File: config.mk
export PLATFORM = sky130hd
export DESIGN_NAME = countdown_ctrl_flat
export DESIGN_NICKNAME = d
export VERILOG_FILES = /design/src/rtl/countdown_ctrl_if.sv /design/src/rtl/countdown_ctrl.sv /design/src/flat_wrapper.sv
export SDC_FILE = /design/constraint.sdc
export NUM_CORES = 1
export LEC_CHECK = 0
export BUFFER_PORTS_ARGS = -buffer_cell sky130_fd_sc_hd__buf_2
export CAP_MARGIN = 0
export CORE_MARGIN = 1
export CORE_UTILIZATION = 45
export CTS_CLUSTER_DIAMETER = 80
export DETAILED_ROUTE_END_ITERATION = 10
export GPL_ROUTABILITY_DRIVEN = 0
export GPL_TIMING_DRIVEN = 0
export PLACE_DENSITY = 0.67
export SLEW_MARGIN = 15
export SYNTH_ARGS = -nofsm -noshare
export SYNTH_HDL_FRONTEND = slang
export SYNTH_SLANG_ARGS = --single-unit
File: constraint.sdc
create_clock -name clk -period 3.18 [get_ports clk]
set_input_delay 0.318 -clock clk [delete_from_list [all_inputs] [get_ports clk]]
set_output_delay 0.318 -clock clk [all_outputs]
set_load 0.05 [all_outputs]
File: src/rtl/countdown_ctrl_if.sv
// Handshake and counter-drive bundle between the control unit,
// countdown_ctrl and its 4-bit down counter.
interface countdown_ctrl_if;
    logic       start;
    logic [3:0] load_val;
    logic       abort;
    logic       co;
    logic       clk_en;
    logic [3:0] pin;
    logic       ld;
    logic       cen;
    logic       rst_cu;
    logic       busy;
    logic       done;
    logic       err;

    modport master (
        output start, load_val, abort, co,
        input  clk_en, pin, ld, cen, rst_cu,
        input  busy, done, err
    );

    modport slave (
        input  start, load_val, abort, co,
        output clk_en, pin, ld, cen, rst_cu,
        output busy, done, err
    );
endinterface

File: src/rtl/countdown_ctrl.sv
// Tick generator and load/count/clear sequencer for one 4-bit down counter,
// with start/busy/done handshake and a sticky missing-co error flag.
module countdown_ctrl #(
    parameter int DIV = 4
) (
    input  logic             clk,
    input  logic             rst,
    countdown_ctrl_if.slave  bus
);
    localparam int PW = $clog2(DIV);
    localparam logic [PW-1:0] PMAX = PW'(DIV - 1);

    typedef enum logic [2:0] {
        IDLE, LOAD, COUNT, DONE, ABORT
    } state_t;

    state_t        state_q, state_d;
    logic [PW-1:0] presc_q, presc_d;
    logic          clk_en_q, clk_en_d;
    logic          co_q, co_d;
    logic [3:0]    pin_q, pin_d;
    logic [4:0]    rem_q, rem_d;
    logic          ld_q, ld_d;
    logic          cen_q, cen_d;
    logic          rst_cu_q, rst_cu_d;
    logic          busy_q, busy_d;
    logic          done_q, done_d;
    logic          err_q, err_d;

    always_comb begin
        presc_d  = (presc_q == PMAX) ? '0 : presc_q + PW'(1);
        clk_en_d = (presc_q == PMAX);
        co_d     = bus.co;
        state_d  = state_q;
        pin_d    = pin_q;
        rem_d    = rem_q;
        ld_d     = ld_q;
        cen_d    = cen_q;
        rst_cu_d = rst_cu_q;
        err_d    = err_q;

        unique case (state_q)
            IDLE: begin
                // abort outranks a simultaneous start
                if (bus.start && !bus.abort) begin
                    pin_d   = bus.load_val;
                    ld_d    = 1'b1;
                    state_d = LOAD;
                end
            end
            LOAD: begin
                if (clk_en_q) begin
                    ld_d = 1'b0;
                    if (pin_q == 4'd0) begin
                        state_d = DONE;
                    end else begin
                        cen_d   = 1'b1;
                        rem_d   = {1'b0, pin_q};
                        state_d = COUNT;
                    end
                end
            end
            COUNT: begin
                if (clk_en_q) begin
                    rem_d = rem_q - 5'd1;
                    if (co_q) begin
                        cen_d   = 1'b0;
                        state_d = DONE;
                    end else if (rem_q == 5'd0) begin
                        err_d   = 1'b1;
                        cen_d   = 1'b0;
                        state_d = DONE;
                    end
                end
            end
            DONE: begin
                state_d = IDLE;
            end
            ABORT: begin
                if (clk_en_q) begin
                    rst_cu_d = 1'b0;
                    state_d  = IDLE;
                end
            end
        endcase

        if (bus.abort && state_q != IDLE && state_q != ABORT) begin
            ld_d     = 1'b0;
            cen_d    = 1'b0;
            rst_cu_d = 1'b1;
            state_d  = ABORT;
        end

        busy_d = (state_d != IDLE);
        done_d = (state_d == DONE);
    end

    always_ff @(posedge clk) begin
        if (rst) begin
            state_q  <= IDLE;
            presc_q  <= '0;
            clk_en_q <= 1'b0;
            co_q     <= 1'b0;
            pin_q    <= 4'd0;
            rem_q    <= 5'd0;
            ld_q     <= 1'b0;
            cen_q    <= 1'b0;
            rst_cu_q <= 1'b0;
            busy_q   <= 1'b0;
            done_q   <= 1'b0;
            err_q    <= 1'b0;
        end else begin
            state_q  <= state_d;
            presc_q  <= presc_d;
            clk_en_q <= clk_en_d;
            co_q     <= co_d;
            pin_q    <= pin_d;
            rem_q    <= rem_d;
            ld_q     <= ld_d;
            cen_q    <= cen_d;
            rst_cu_q <= rst_cu_d;
            busy_q   <= busy_d;
            done_q   <= done_d;
            err_q    <= err_d;
        end
    end

    assign bus.clk_en = clk_en_q;
    assign bus.pin    = pin_q;
    assign bus.ld     = ld_q;
    assign bus.cen    = cen_q;
    assign bus.rst_cu = rst_cu_q;
    assign bus.busy   = busy_q;
    assign bus.done   = done_q;
    assign bus.err    = err_q;
endmodule
File: src/flat_wrapper.sv
// flat-port wrapper written by rule: the top's interface ports become plain ports
module countdown_ctrl_flat 
#(
    parameter int DIV = 4
)
  (clk, rst, bus_start, bus_load_val, bus_abort, bus_co, bus_clk_en, bus_pin, bus_ld, bus_cen, bus_rst_cu, bus_busy, bus_done, bus_err);
  countdown_ctrl_if bus_i ();
  input  logic clk;
  input  logic rst;
  input wire logic [$bits(bus_i.start)-1:0] bus_start;
  input wire logic [$bits(bus_i.load_val)-1:0] bus_load_val;
  input wire logic [$bits(bus_i.abort)-1:0] bus_abort;
  input wire logic [$bits(bus_i.co)-1:0] bus_co;
  output wire logic [$bits(bus_i.clk_en)-1:0] bus_clk_en;
  output wire logic [$bits(bus_i.pin)-1:0] bus_pin;
  output wire logic [$bits(bus_i.ld)-1:0] bus_ld;
  output wire logic [$bits(bus_i.cen)-1:0] bus_cen;
  output wire logic [$bits(bus_i.rst_cu)-1:0] bus_rst_cu;
  output wire logic [$bits(bus_i.busy)-1:0] bus_busy;
  output wire logic [$bits(bus_i.done)-1:0] bus_done;
  output wire logic [$bits(bus_i.err)-1:0] bus_err;
  assign bus_i.start = bus_start;
  assign bus_i.load_val = bus_load_val;
  assign bus_i.abort = bus_abort;
  assign bus_i.co = bus_co;
  assign bus_clk_en = bus_i.clk_en;
  assign bus_pin = bus_i.pin;
  assign bus_ld = bus_i.ld;
  assign bus_cen = bus_i.cen;
  assign bus_rst_cu = bus_i.rst_cu;
  assign bus_busy = bus_i.busy;
  assign bus_done = bus_i.done;
  assign bus_err = bus_i.err;
  countdown_ctrl #(.DIV(DIV)) u_core (.clk(clk), .rst(rst), .bus(bus_i));
endmodule
==> reports/summary.json, run 1 <==
{
  "outcome": {
    "status": "complete, no violations"
  },
  "clock_tree": {
    "tritoncts": "done",
    "post_cts_setup_repair_buffer_count": 0,
    "clk_latency_ns": 0.31,
    "number_of_buffers_created_by_cts": 3,
    "clk_pin_slew_ns": 0.11,
    "cts.repair.resized": 0,
    "ctsHoldBuffers": 0,
    "clock_sink_count": 22,
    "cts_htree_levels": 1,
    "ctsLongestPathBuffers": 2,
    "cts-root-buf": "sky130_fd_sc_hd__clkbuf_4"
  },
  "detailed_routing": {
    "finalWirelength_um": 2240,
    "drt-vias-per-instance": 5.68,
    "route.detailed.wl_per_inst_um": 13.4,
    "detailed_router_iteration_count_before_antenna_repair": 4,
    "drt.antenna.violating_nets": 0,
    "drc_errors": 0,
    "detailedRoute.firstIterationViolations": 13,
    "dr_total_vias": 949
  },
  "critical_path": {
    "criticalPathCategory": "flip-flop to flip-flop",
    "cp-start-kind": "flip-flop",
    "cp_data_required_time_ns": 3.44,
    "cp_max_fo": 5,
    "setup.worst_path.start": "u_core.rem_q[0]$_SDFFE_PP0P_",
    "regToRegSetupSlack_ns": 1.48,
    "reg2reg_from": "u_core.rem_q[0]$_SDFFE_PP0P_",
    "cp-end-kind": "flip-flop",
    "worstPathArrival_ns": 1.96
  },
  "pwr": {
    "vdd.ir_drop.worst_mv": 0.279,
    "cellLeakagePower_nw": 0.474,
    "power_per_cell_area_nw_per_um2": 422,
    "post-layout-total-power_mw": 0.511
  },
  "timing": {
    "setup_viol": 0,
    "final.min_clock_period_ns": 1.70,
    "maxClockFrequency_mhz": 588,
    "setup-tns-final_ns": 0,
    "final-hold-violation-count": 0,
    "skew_ns": 0.00142,
    "setup_repair_after_global_routing_missed_its_margin": "false",
    "timing.final.crit_share": 0.535,
    "postLayoutSetupSlackWorst_ns": 1.48,
    "worstMarginPinSlew_ns": 0.482,
    "maxSlewHeadroom": 0.674,
    "final_max_slew_viol_count": 0
  },
  "yosys": {
    "synth.yosys.seq_area_share": 0.414,
    "synth_edf_count": 0,
    "synth_top_area_share": 0.414,
    "yosysUniqueCellTypes": 40,
    "net_count_after_synthesis": 130,
    "ys_top_cells_by_area": "sky130_fd_sc_hd__dfxtp_1 (41%), sky130_fd_sc_hd__mux2i_1 (4.7%), sky130_fd_sc_hd__a21oi_1 (4.2%), sky130_fd_sc_hd__ha_1 (3.5%), sky130_fd_sc_hd__nor2_1 (3.5%)",
    "synth.cells.most_frequent": "sky130_fd_sc_hd__dfxtp_1 (22), sky130_fd_sc_hd__nor2_1 (10), sky130_fd_sc_hd__a21oi_1 (9)",
    "yosysMostFrequentCell": "sky130_fd_sc_hd__dfxtp_1",
    "yosys.area.top_type": "sky130_fd_sc_hd__dfxtp_1",
    "gate_count_post_synth": 118,
    "async_flop_share": 0,
    "syn-mean-instance-area_um2": 9.01,
    "synthesis.yosys.warnings": 0,
    "synth_area_um2": 1060,
    "postSynthRegisterBits": 22,
    "ys_dominant_reg_cell": "sky130_fd_sc_hd__dfxtp_1"
  },
  "floorplanning": {
    "starting_density_of_the_core": 0.481,
    "floorplan.die.width_um": 50.6,
    "placement_rows": 17,
    "die_area_um2": 2560,
    "core_um2": 2210,
    "die_height_um": 50.6,
    "top_level_ports": 20
  },
  "cells_and_area": {
    "stdcell_count": 167,
    "drive_above_1_share": 0.216,
    "ant_cells": 0,
    "design.final.nets": 153,
    "synthesis_to_layout_area_growth_pct": 13.9
  },
  "place": {
    "placement.setup.worst_slack_ns": 1.52,
    "detailedPlacementHpwl_um": 1670,
    "port-buffer-count": 18,
    "dpl.cell_count": 164
  },
  "grt": {
    "grt_first_pass_wirelength_um": 3850,
    "number_of_antenna_violations_at_the_first_check_in_global_routing": 0,
    "vias_in_the_first_global_route": 896,
    "total_grt_usage": 0.203,
    "grt_remaining_overflow": 0,
    "pin_count_of_the_biggest_net_entering_global_routing": 12
  },
  "worst_hold_path": {
    "hold_path_startpoint": "bus_co",
    "worstHoldPathType": "primary input to flip-flop"
  },
  "flow_run": {
    "max_cap_violations": 0
  }
}
[power by group]
part / switching (mW) / internal [mW] / leakage, nW
sequential: 0.00934 / 0.288 / 0.179
combinational: 0.0567 / 0.0302 / 0.281
clock: 0.0822 / 0.0444 / 0.0138
[area by class of cell]
cell class / count / area [um^2]
fillers: 223 / 1000
multi-input cells: 86 / 582
flip-flops and latches: 22 / 440
repair buffers: 18 / 90.1
well taps: 28 / 35.0
clock buffers: 3 / 22.5
plain buffers: 5 / 22.5
inverters: 5 / 18.8
[critical path, cell delays in order, from the launching register on]
cell                      delay (ns)
sky130_fd_sc_hd__dfxtp_1        0.37
sky130_fd_sc_hd__inv_1          0.10
sky130_fd_sc_hd__ha_1           0.15
sky130_fd_sc_hd__nor4b_1        0.41
sky130_fd_sc_hd__o21ai_1        0.16
sky130_fd_sc_hd__a31oi_1        0.26
sky130_fd_sc_hd__and3_1         0.21
[kinds of logic (layout without fill, tap and decap cells)]
logic type      after synthesis  in the layout  share of synthesized area
fa+ha+maj                     3              3                     0.0353
buf+inv                      10             31                     0.0388
simple gates                 45             45                      0.266
flops                        22             22                      0.414
compound gates               32             32                      0.188
mux                           6              6                     0.0576
[layout by cell type (no fill, tap or decap), drive strengths merged]
cell type,count
a211o,1
a21oi,9
a221oi,1
a31oi,1
a32oi,1
a41oi,1
and2,1
and3,1
and4bb,2
buf,21
clkbuf,5
dfxtp,22
ha,3
inv,5
mux2,1
mux2i,5
nand2,6
nand2b,4
nand3,1
nand3b,1
nor2,10
nor2b,4
nor3,4
nor3b,3
nor4,2
nor4b,1
o2111ai,1
o21a,2
o21ai,12
o21bai,1
o221ai,1
o31ai,1
or2,1
or3b,2
or4,2
[metrics by stage]
stage                     cell area [um^2]  utilization  hold slack, ns
final                                 1210        0.548           0.209
after global routing                  1210        0.548           0.238
after CTS                             1210        0.548           0.203
after detailed placement              1190        0.537           0.419
after global placement                1190        0.537           0.407
after floorplan                       1060            -           0.397
[path summary, 6_finish.rpt]
| kind | depth (start not counted) | to |
|---|---|---|
| worst min-delay path | 2 | u_core.co_q$_SDFF_PP0_ |
| worst max register to register | 6 | u_core.bus.done$_SDFF_PP0_ |
| worst max-delay path | 6 | u_core.bus.done$_SDFF_PP0_ |
| worst min register to register | 1 | u_core.presc_q[0]$_SDFF_PP0_ |
[metal layers]
| layer | global-route usage | wire length (um) | vias to the layer above |
|---|---|---|---|
| met5 | 0 | 0 | - |
| met3 | 0.0303 | 87 | 5 |
| met1 | 0.248 | 1050 | 442 |
| met4 | 0.116 | 46 | 0 |
| li1 | - | - | 473 |
| met2 | 0.338 | 1060 | 29 |
[state kept, by name, indices dropped and copies added, names as in the netlist]
name               flops
u_core.rem_q           5
u_core.bus.pin         4
u_core.state_q         3
u_core.presc_q         2
u_core.bus.busy        1
u_core.bus.cen         1
u_core.bus.clk_en      1
u_core.bus.done        1
u_core.bus.err         1
u_core.bus.ld          1
u_core.bus.rst_cu      1
u_core.co_q            1
No activity file was read; power rests on OpenSTA's default activity.
==> run 2, diff against run 1 <==
clock period = 1.6 ns   (was 3.18 ns; I/O delays follow)
==> run 2 against run 1 <==
Maximum frequency grew 11%; global-route usage shrank 1.1 points; non-clock buffer count grew 1; via count grew 0.84%; register-to-register slack lost 1.4 ns; clock power grew 140%; first-iteration DRC count shrank 46%; flip-flop and latch count is the same; hold slack lost 0.13 ns.
==> reports/summary.json, run 2 (synthesis gave the netlist of run 1 again) <==
{
  "timing": {
    "final-hold-violation-count": 0,
    "timing.final.crit_share": 0.960,
    "final.min_clock_period_ns": 1.54,
    "setup_viol": 0,
    "final_max_slew_viol_count": 0,
    "setup-tns-final_ns": 0,
    "skew_ns": 0.00343,
    "worstMarginPinSlew_ns": 0.492,
    "maxSlewHeadroom": 0.672,
    "maxClockFrequency_mhz": 651
  },
  "grt": {
    "vias_in_the_first_global_route": 861,
    "grt_first_pass_wirelength_um": 3770,
    "total_grt_usage": 0.192,
    "number_of_antenna_violations_at_the_first_check_in_global_routing": 0,
    "grt_remaining_overflow": 0,
    "pin_count_of_the_biggest_net_entering_global_routing": 13
  },
  "critical_path": {
    "criticalPathCategory": "flip-flop to flip-flop",
    "cp_data_required_time_ns": 1.83,
    "worstPathArrival_ns": 1.77,
    "worst-r2r-cell-count": 4,
    "cp_max_fo": 6,
    "regToRegSetupSlack_ns": 0.06,
    "cp-end-kind": "flip-flop",
    "reg2reg_from": "u_core.state_q[1]$_SDFF_PP0_",
    "cp-start-kind": "flip-flop",
    "rr_endpoint": "u_core.rem_q[4]$_SDFFE_PP0P_"
  },
  "detailed_routing": {
    "detailed_router_iteration_count_before_antenna_repair": 4,
    "met1Wirelength_um": 1020,
    "drc_errors": 0,
    "route.detailed.wl_per_inst_um": 13.2,
    "wl_met2_um": 1100,
    "detailedRoute.firstIterationViolations": 7,
    "maxUsedRoutingLayer": "met4",
    "dr_total_vias": 957,
    "drt.antenna.violating_nets": 0,
    "drt-vias-per-instance": 5.66,
    "finalWirelength_um": 2230,
    "met3RoutedLength_um": 91
  },
  "cells_and_area": {
    "util_after_layout": 0.584,
    "largest_register_ffs": 5,
    "largest_register": "u_core.rem_q",
    "ant_cells": 0,
    "layout_common_cells": "sky130_fd_sc_hd__buf_2 (20), sky130_fd_sc_hd__dfxtp_1 (15), sky130_fd_sc_hd__nor2_1 (10)",
    "layout_commonest_cell": "sky130_fd_sc_hd__buf_2",
    "fin_area_um2": 1290,
    "drive_above_1_share": 0.326,
    "stdcell_count": 169,
    "design.final.nets": 154,
    "synthesis_to_layout_area_growth_pct": 21.4
  },
  "worst_hold_path": {
    "end_point_of_the_worst_hold_path": "u_core.co_q$_SDFF_PP0_",
    "worstHoldPathType": "primary input to flip-flop",
    "hold_path_startpoint": "bus_co",
    "hold_path_depth": 2
  },
  "pwr": {
    "cellLeakagePower_nw": 0.498,
    "vdd.ir_drop.worst_mv": 0.480,
    "power_per_cell_area_nw_per_um2": 834,
    "post-layout-total-power_mw": 1.08
  },
  "clock_tree": {
    "ctsLongestPathBuffers": 2,
    "clk_pin_slew_ns": 0.12,
    "clock_sink_count": 22,
    "tritoncts": "done",
    "clk_latency_ns": 0.30,
    "cts_htree_levels": 1,
    "number_of_buffers_created_by_cts": 3,
    "cts-root-buf": "sky130_fd_sc_hd__clkbuf_4"
  },
  "place": {
    "placedInstanceArea_um2": 1200,
    "dpl.cell_count": 164,
    "detailedPlacementHpwl_um": 1660,
    "port-buffer-count": 18
  },
  "floorplanning": {
    "die_height_um": 50.6,
    "placement_rows": 17,
    "core_um2": 2210,
    "starting_density_of_the_core": 0.481,
    "top_level_ports": 20,
    "die_area_um2": 2560,
    "floorplan.die.width_um": 50.6
  },
  "flow_run": {
    "max_cap_violations": 0
  },
  "outcome": {
    "status": "complete, no violations"
  }
}
[run 2: per-layer routing]
metal  global-route usage  vias up
met1                0.241      465
met5                    0        -
li1                     -      471
met3               0.0394        3
met2                0.322       18
met4               0.0694        0
[run 2: critical path: stages (launching register included)]
cell and delay (ns):
sky130_fd_sc_hd__dfxtp_2 0.35, sky130_fd_sc_hd__nand2b_1 0.15, sky130_fd_sc_hd__o21a_2 0.24, sky130_fd_sc_hd__or4_4 0.48, sky130_fd_sc_hd__a221oi_2 0.23
[run 2: final cells by class]
class	count	area, um^2
Clock buffer	4	36.3
Fill cell	217	921
Inverter	5	18.8
Sequential cell	22	459
Buffer	5	25.0
Timing Repair Buffer	19	101
Tap cell	28	35.0
Multi-Input combinational cell	86	616
[run 2: worst max path at each step]
stage	cells past startpoint	endpoint	startpoint	slack, ns
2_1_floorplan	4	u_core.rem_q[4]$_SDFFE_PP0P_	u_core.bus.pin[0]$_SDFFE_PP0P_	0.05
3_3_place_gp	6	u_core.bus.done$_SDFF_PP0_	u_core.rem_q[0]$_SDFFE_PP0P_	-0.03
3_5_place_dp	6	u_core.bus.done$_SDFF_PP0_	u_core.rem_q[0]$_SDFFE_PP0P_	-0.06
4_1_cts	6	u_core.bus.busy$_SDFF_PP0_	u_core.rem_q[0]$_SDFFE_PP0P_	0.03
5_1_grt	6	u_core.bus.pin[1]$_SDFFE_PP0P_	u_core.state_q[0]$_SDFF_PP0_	-0.01
6_report	4	u_core.rem_q[4]$_SDFFE_PP0P_	u_core.state_q[1]$_SDFF_PP0_	0.06
[run 2: what timing repair did]
action / in CTS / in global routing
pin swaps: 0 / 1
buffers inserted: 0 / 1
endpoints found under the setup margin: 3 / 7
hold buffers: 0 / 0
resized for setup: 2 / 9
[run 2: where the power goes]
| part | switching, mW | internal [mW] | total (mW) |
|---|---|---|---|
| Clock | 0.163 | 0.139 | 0.302 |
| Combinational | 0.116 | 0.0699 | 0.186 |
| Sequential | 0.0194 | 0.570 | 0.590 |
| Total | 0.298 | 0.779 | 1.08 |
[run 2: through the flow]
stage	setup slack (ns)	hold slack, ns
6_report	0.0638	0.0748
5_1_grt	-0.00975	0.0752
4_1_cts	0.0250	0.0656
3_5_place_dp	-0.0618	0.390
3_3_place_gp	-0.0285	0.370
2_1_floorplan	0.0542	0.239
